===== config.mk =====
export PLATFORM = sky130hd
export DESIGN_NAME = alu_arithmetic_flat
export DESIGN_NICKNAME = d
export VERILOG_FILES = /design/src/rtl/alu_arithmetic_if.sv /design/src/rtl/alu_arithmetic.sv /design/src/flat_wrapper.sv
export SDC_FILE = /design/constraint.sdc
export NUM_CORES = 1
export LEC_CHECK = 0
export CELL_PAD_IN_SITES_DETAIL_PLACEMENT = 1
export CELL_PAD_IN_SITES_GLOBAL_PLACEMENT = 1
export CORE_MARGIN = 2
export CORE_UTILIZATION = 35
export CTS_CLUSTER_DIAMETER = 60
export DETAILED_ROUTE_END_ITERATION = 16
export GPL_ROUTABILITY_DRIVEN = 0
export GPL_TIMING_DRIVEN = 0
export PLACE_DENSITY = 0.72
export SLEW_MARGIN = 40
export SYNTH_ARGS = -nofsm -noshare
export SYNTH_HDL_FRONTEND = slang
export SYNTH_SLANG_ARGS = --single-unit

===== constraint.sdc =====
create_clock -name clk -period 0.8 [get_ports clk]
set_clock_uncertainty 0.05 [all_clocks]
set_input_delay 0.08 -clock clk [delete_from_list [all_inputs] [get_ports clk]]
set_output_delay 0.08 -clock clk [all_outputs]
set_load 0.005 [all_outputs]

===== src/rtl/alu_arithmetic_if.sv =====
`default_nettype none
// ============================================================================
// Module      : alu_arithmetic_if
// Description : Operand/opcode/result bundle for the registered arithmetic ALU.
// Revision    : 1.0 - initial release
// ============================================================================
interface alu_arithmetic_if #(
    parameter int WIDTH = 4
);
    logic [WIDTH-1:0] A;
    logic [WIDTH-1:0] B;
    logic             carry_in;
    logic [2:0]       opcode;
    logic [WIDTH-1:0] result;
    logic [WIDTH-1:0] left_over;
    logic             carry_out;

    modport master (
        output A, B, carry_in, opcode,
        input  result, left_over, carry_out
    );

    modport slave (
        input  A, B, carry_in, opcode,
        output result, left_over, carry_out
    );
endinterface
`default_nettype wire


===== src/rtl/alu_arithmetic.sv =====
`default_nettype none
// ============================================================================
// Module      : alu_arithmetic
// Description : Unsigned add/sub/mul/div ALU with one-cycle registered outputs.
//               Division is built only when ALU_ARITHMETIC_DIV_EN is defined.
// Revision    : 1.0 - initial release
// ============================================================================
module alu_arithmetic #(
    parameter int WIDTH = 4
) (
    input  logic             clk,
    input  logic             rst_n,
    alu_arithmetic_if.slave  bus
);

    localparam logic [2:0] c_OP_ADD = 3'b000;
    localparam logic [2:0] c_OP_SUB = 3'b001;
    localparam logic [2:0] c_OP_MUL = 3'b010;
`ifdef ALU_ARITHMETIC_DIV_EN
    localparam logic [2:0] c_OP_DIV = 3'b011;
`endif

    logic [WIDTH:0]       w_add_sum;
    logic [WIDTH:0]       w_sub_diff;
    logic [2*WIDTH-1:0]   w_product;
    logic [WIDTH-1:0]     w_result;
    logic [WIDTH-1:0]     w_left_over;
    logic                 w_carry_out;

    logic [WIDTH-1:0]     r_result;
    logic [WIDTH-1:0]     r_left_over;
    logic                 r_carry_out;

    assign w_add_sum  = {1'b0, bus.A} + {1'b0, bus.B} + {{WIDTH{1'b0}}, bus.carry_in};
    // MSB of the extended difference is set exactly when A < B + carry_in.
    assign w_sub_diff = {1'b0, bus.A} - {1'b0, bus.B} - {{WIDTH{1'b0}}, bus.carry_in};
    assign w_product  = {{WIDTH{1'b0}}, bus.A} * {{WIDTH{1'b0}}, bus.B};

`ifdef ALU_ARITHMETIC_DIV_EN
    logic [WIDTH-1:0] w_quotient;
    logic [WIDTH-1:0] w_remainder;
    logic [WIDTH:0]   w_partial;

    // Restoring divider; with B = 0 every trial succeeds, giving all-ones and A.
    always_comb begin
        w_quotient  = '0;
        w_remainder = '0;
        w_partial   = '0;
        for (int i = WIDTH - 1; i >= 0; i--) begin
            w_partial = {w_remainder, bus.A[i]};
            if (w_partial >= {1'b0, bus.B}) begin
                w_partial     = w_partial - {1'b0, bus.B};
                w_quotient[i] = 1'b1;
            end
            w_remainder = w_partial[WIDTH-1:0];
        end
    end
`endif

    always_comb begin
        w_result    = '0;
        w_left_over = '0;
        w_carry_out = 1'b0;
        case (bus.opcode)
            c_OP_ADD: begin
                w_result    = w_add_sum[WIDTH-1:0];
                w_carry_out = w_add_sum[WIDTH];
            end
            c_OP_SUB: begin
                w_result    = w_sub_diff[WIDTH-1:0];
                w_carry_out = w_sub_diff[WIDTH];
            end
            c_OP_MUL: begin
                w_result    = w_product[WIDTH-1:0];
                w_left_over = w_product[2*WIDTH-1:WIDTH];
                w_carry_out = |w_product[2*WIDTH-1:WIDTH];
            end
`ifdef ALU_ARITHMETIC_DIV_EN
            c_OP_DIV: begin
                w_result    = w_quotient;
                w_left_over = w_remainder;
                w_carry_out = (bus.B == '0);
            end
`endif
            default: begin
                w_result    = '0;
                w_left_over = '0;
                w_carry_out = 1'b0;
            end
        endcase
    end

    always_ff @(posedge clk or negedge rst_n) begin
        if (!rst_n) begin
            r_result    <= '0;
            r_left_over <= '0;
            r_carry_out <= 1'b0;
        end else begin
            r_result    <= w_result;
            r_left_over <= w_left_over;
            r_carry_out <= w_carry_out;
        end
    end

    assign bus.result    = r_result;
    assign bus.left_over = r_left_over;
    assign bus.carry_out = r_carry_out;

endmodule
`default_nettype wire


===== src/flat_wrapper.sv =====
// flat-port wrapper written by rule: the top's interface ports become plain ports
module alu_arithmetic_flat 
#(
    parameter int WIDTH = 4
)
  (clk, rst_n, bus_A, bus_B, bus_carry_in, bus_opcode, bus_result, bus_left_over, bus_carry_out);
  alu_arithmetic_if #(.WIDTH(WIDTH)) bus_i ();
  input  logic clk;
  input  logic rst_n;
  input wire logic [$bits(bus_i.A)-1:0] bus_A;
  input wire logic [$bits(bus_i.B)-1:0] bus_B;
  input wire logic [$bits(bus_i.carry_in)-1:0] bus_carry_in;
  input wire logic [$bits(bus_i.opcode)-1:0] bus_opcode;
  output wire logic [$bits(bus_i.result)-1:0] bus_result;
  output wire logic [$bits(bus_i.left_over)-1:0] bus_left_over;
  output wire logic [$bits(bus_i.carry_out)-1:0] bus_carry_out;
  assign bus_i.A = bus_A;
  assign bus_i.B = bus_B;
  assign bus_i.carry_in = bus_carry_in;
  assign bus_i.opcode = bus_opcode;
  assign bus_result = bus_i.result;
  assign bus_left_over = bus_i.left_over;
  assign bus_carry_out = bus_i.carry_out;
  alu_arithmetic #(.WIDTH(WIDTH)) u_core (.clk(clk), .rst_n(rst_n), .bus(bus_i));
endmodule

==> summary.md, run 1 <==
| Metric | Value |
|---|---|
| Initial antenna violation count | `0` |
| Antenna diodes | `0` |
| Final wirelength | `2727 um` |
| Area Growth Syn to Fin | `36.18%` |
| Net Sw Frac | `34.70%` |
| Most used cell, CP | `fa_1` |
| Yosys warns | `0` |
| Logic pwr share | `51.9%` |
| Row cnt | `21` |
| WS Path Type | `input pin to flip-flop` |
| DRT iter0 DRCs | `14` |
| Fill count | `376` |
| Clock power share | `19.1%` |
| Worst Setup Slack post-DPL | `-2982 ps` |
| Worst-Margin Slew | `386.1 ps` |
| Pre-Repair DR Iteration Count | `4` |
| Die area | `3829 um2` |
| Layout cells sized above 1 | `36.54%` |
| Final Power | `1.726 mW` |
| Post-layout min period | `2714 ps` |
| Number of global-route vias before repair | `1,022` |
| Most common cell after layout, fill and taps aside | `ha_1` |
| Most frequent cells in the layout | `20 x ha_1, 11 x inv_1, 10 x nor2_1, 9 x buf_2, 9 x dfrtp_1` |
| Fin worst setup slack | `-1914 ps` |
| Post-DRT Antenna Nets | `0` |
| Cells after Synth | `124` |
| CP max FO | `3` |
| Die width | `61.88 um` |
| Pins Over Slew Limit | `0` |
| Crit path cell chain | `buf_8, nand2_8, fa_1, inv_1, fa_1, ha_1, a211oi_2, nor3_2, nor4bb_1, or3_4, or4_1` |
| IO Port Bufs | `22` |
| Pwr Density | `1081 nW/um2` |
| CTS HTree Levels | `1` |
| Syn Area/Cell | `9.455 um2` |
| Failing checks | `setup timing` |
| Worst-case clock buffer depth | `2` |
| Flop pwr share | `28.9%` |
| Hold WS | `52.14 ps` |
| Max cap viols | `0` |
| Core area | `3284 um2` |
| Req. time, crit path | `870 ps` |
| Sequential element share of the synthesized area | `19.21%` |
| Largest net degree at the start of global routing | `11` |
| Grt total ovfl | `0` |
| CTS tree | `yes` |
| Total CTS buffers | `3` |
| CTS Root Cell | `clkbuf_4` |
| Peak VDD IR | `293.2 uV` |
| Critical path arrival | `2780 ps` |
| Routed via count | `979` |
| Drt drc | `0` |
| #FFs+latches synth | `9` |
| Fmax | `368.4 MHz` |
| Num Clock Sinks | `9` |
| Int Pwr | `1.127 mW` |
| # hold bufs at CTS | `0` |
| Startpoint types | `input pin` |
| Dpl hpwl | `2360 um` |
| Routed vias/inst | `4.847` |
| Crit end category | `flip-flop` |
| Hold Path Class | `input pin to async pin` |
| Gr usage total | `16.22%` |
| Core Util, Final | `48.61%` |
| Net Count, Synth | `168` |
| CP delay by family, top | `adder cells` |
| Leakage | `0.7787 nW` |
| Final worst-path cycle share | `339.3%` |
| Die Ht | `61.88 um` |
| Switching Power | `598.9 uW` |
| Starting Density | `35.70%` |
| CP peak stage delay | `530 ps` |
| RSZ-0062 raised after global routing | `true` |
| Final setup viols | `18` |
| Cell area after synthesis | `1172 um2` |
| Worst path slowest cell | `fa_1` |
| CP bufs+invs | `2` |
| Global-route wire length before repair | `4574 um` |
| Final net count | `201` |
| Slew headroom | `73.59%` |
| Status | `finished, violations left` |
| Unique cell type count in the Yosys netlist | `35` |
| DR WL/cell | `13.50 um` |
| Hold Vio Cnt, Final | `0` |
| # IOs | `23` |
| CTS clk-pin slew, worst paths | `60 ps` |
[path summary, 6_finish.rpt]
check | startpoint | cells past startpoint | end | slack (ps)
worst max-delay path | bus_A[2] | 11 | u_core.bus.carry_out | -1910
worst min-delay path | rst_n | 1 | u_core.bus.result[3] | 50
max in group asynchronous | rst_n | 1 | u_core.bus.left_over[1] | 380
min in group clk | bus_A[0] | 4 | u_core.bus.result[0] | 210
[per-stage QoR]
stage	cells	setup TNS (ps)	area (um2)
2_1_floorplan	124	-10680	1211
3_3_place_gp	192	-19400	1489
3_5_place_dp	192	-20120	1489
4_1_cts	199	-10960	1545
5_1_grt	202	-11750	1597
6_report	202	-10690	1597
[repair_timing]
item                                    in CTS  in global routing
pin swaps                                   14                  3
endpoints found under the hold margin        0                  0
endpoints found under the setup margin      18                 18
gates resized for setup                    101                  8
setup buffers                                3                  4
[cell families (layout without fill, tap and decap cells)]
group / after synthesis / after routing / share of synthesized area [%]
xor+xnor: 5 / 5 / 3.736
flops: 9 / 9 / 19.21
simple gates: 43 / 43 / 22.52
compound gates: 19 / 19 / 10.46
mux: 1 / 1 / 0.8538
buf+inv: 17 / 49 / 6.083
fa+ha+maj: 30 / 30 / 37.14
[power by group through the flow]
stage | clock [mW] | combinational, mW | sequential (mW)
global route | 0.370 | 1.01 | 0.502
CTS | 0.348 | 0.860 | 0.500
detailed placement | 0 | 0.837 | 0.510
global placement | 0 | 0.796 | 0.507
finish | 0.330 | 0.896 | 0.499
floorplan | 0 | 0.497 | 0.514
[routing by layer]
layer	track usage, %	part of all wire (%)
met1	19.87	42
met3	1.449	4.7
met4	3.647	0.59
met2	30.53	53
met5	0	0
[final cells by class]
class / count / area (um2) / share of cell area [%]
multi-input combinational: 98 / 957.2 / 59.95
inverter: 16 / 65.06 / 4.075
clock buffer: 4 / 26.28 / 1.646
sequential: 9 / 225.2 / 14.11
timing repair buffer: 28 / 254.0 / 15.91
tap: 46 / 57.56 / 3.605
buffer: 1 / 11.26 / 0.7053
[synthesized netlist by cell type (all sizes together)]
master   count  area (um2)
or3b         1       8.760
or2b         2       15.01
nor4bb       1       10.01
nor4         2       12.51
o22ai        1       6.260
a211oi       3       27.52
ha          22       275.3
nand2b       3       21.27
or2          1       6.260
a21oi        7       35.03
a2111oi      1       8.760
nor3         3       20.02
buf          1       11.26
nand3b       3       22.52
xor2         3       26.28
mux2i        1       10.01
or3          1       11.26
o21ai        2       10.01
inv         16       60.06
and2b        2       16.27
nand2        3       11.26
a31oi        2       12.51
nor2        13       48.80
and2         5       31.28
nor2b        1       13.76
xnor2        2       17.52
dfrtp        9       225.2
fa           8       160.2
nor3b        1       7.510
o21bai       3       22.52
or4          1       7.510
[flip-flops by register name, summed over array words and instances, names as in the netlist]
signal and flops:
u_core.bus.left_over 4, u_core.bus.carry_out 1, u_core.bus.result 4
No activity file was read; power rests on OpenSTA's default activity.
==> run 2, diff against run 1 <==
--- a/config.mk
+++ b/config.mk
@@ -5,6 +5,7 @@
 export SDC_FILE = /design/constraint.sdc
 export NUM_CORES = 1
 export LEC_CHECK = 0
+export ABC_AREA = 0
 export CELL_PAD_IN_SITES_DETAIL_PLACEMENT = 1
 export CELL_PAD_IN_SITES_GLOBAL_PLACEMENT = 1
 export CORE_MARGIN = 2
==> results of run 2 <==
Same layout as run 1: the final DEF is identical, and so are final timing and power.
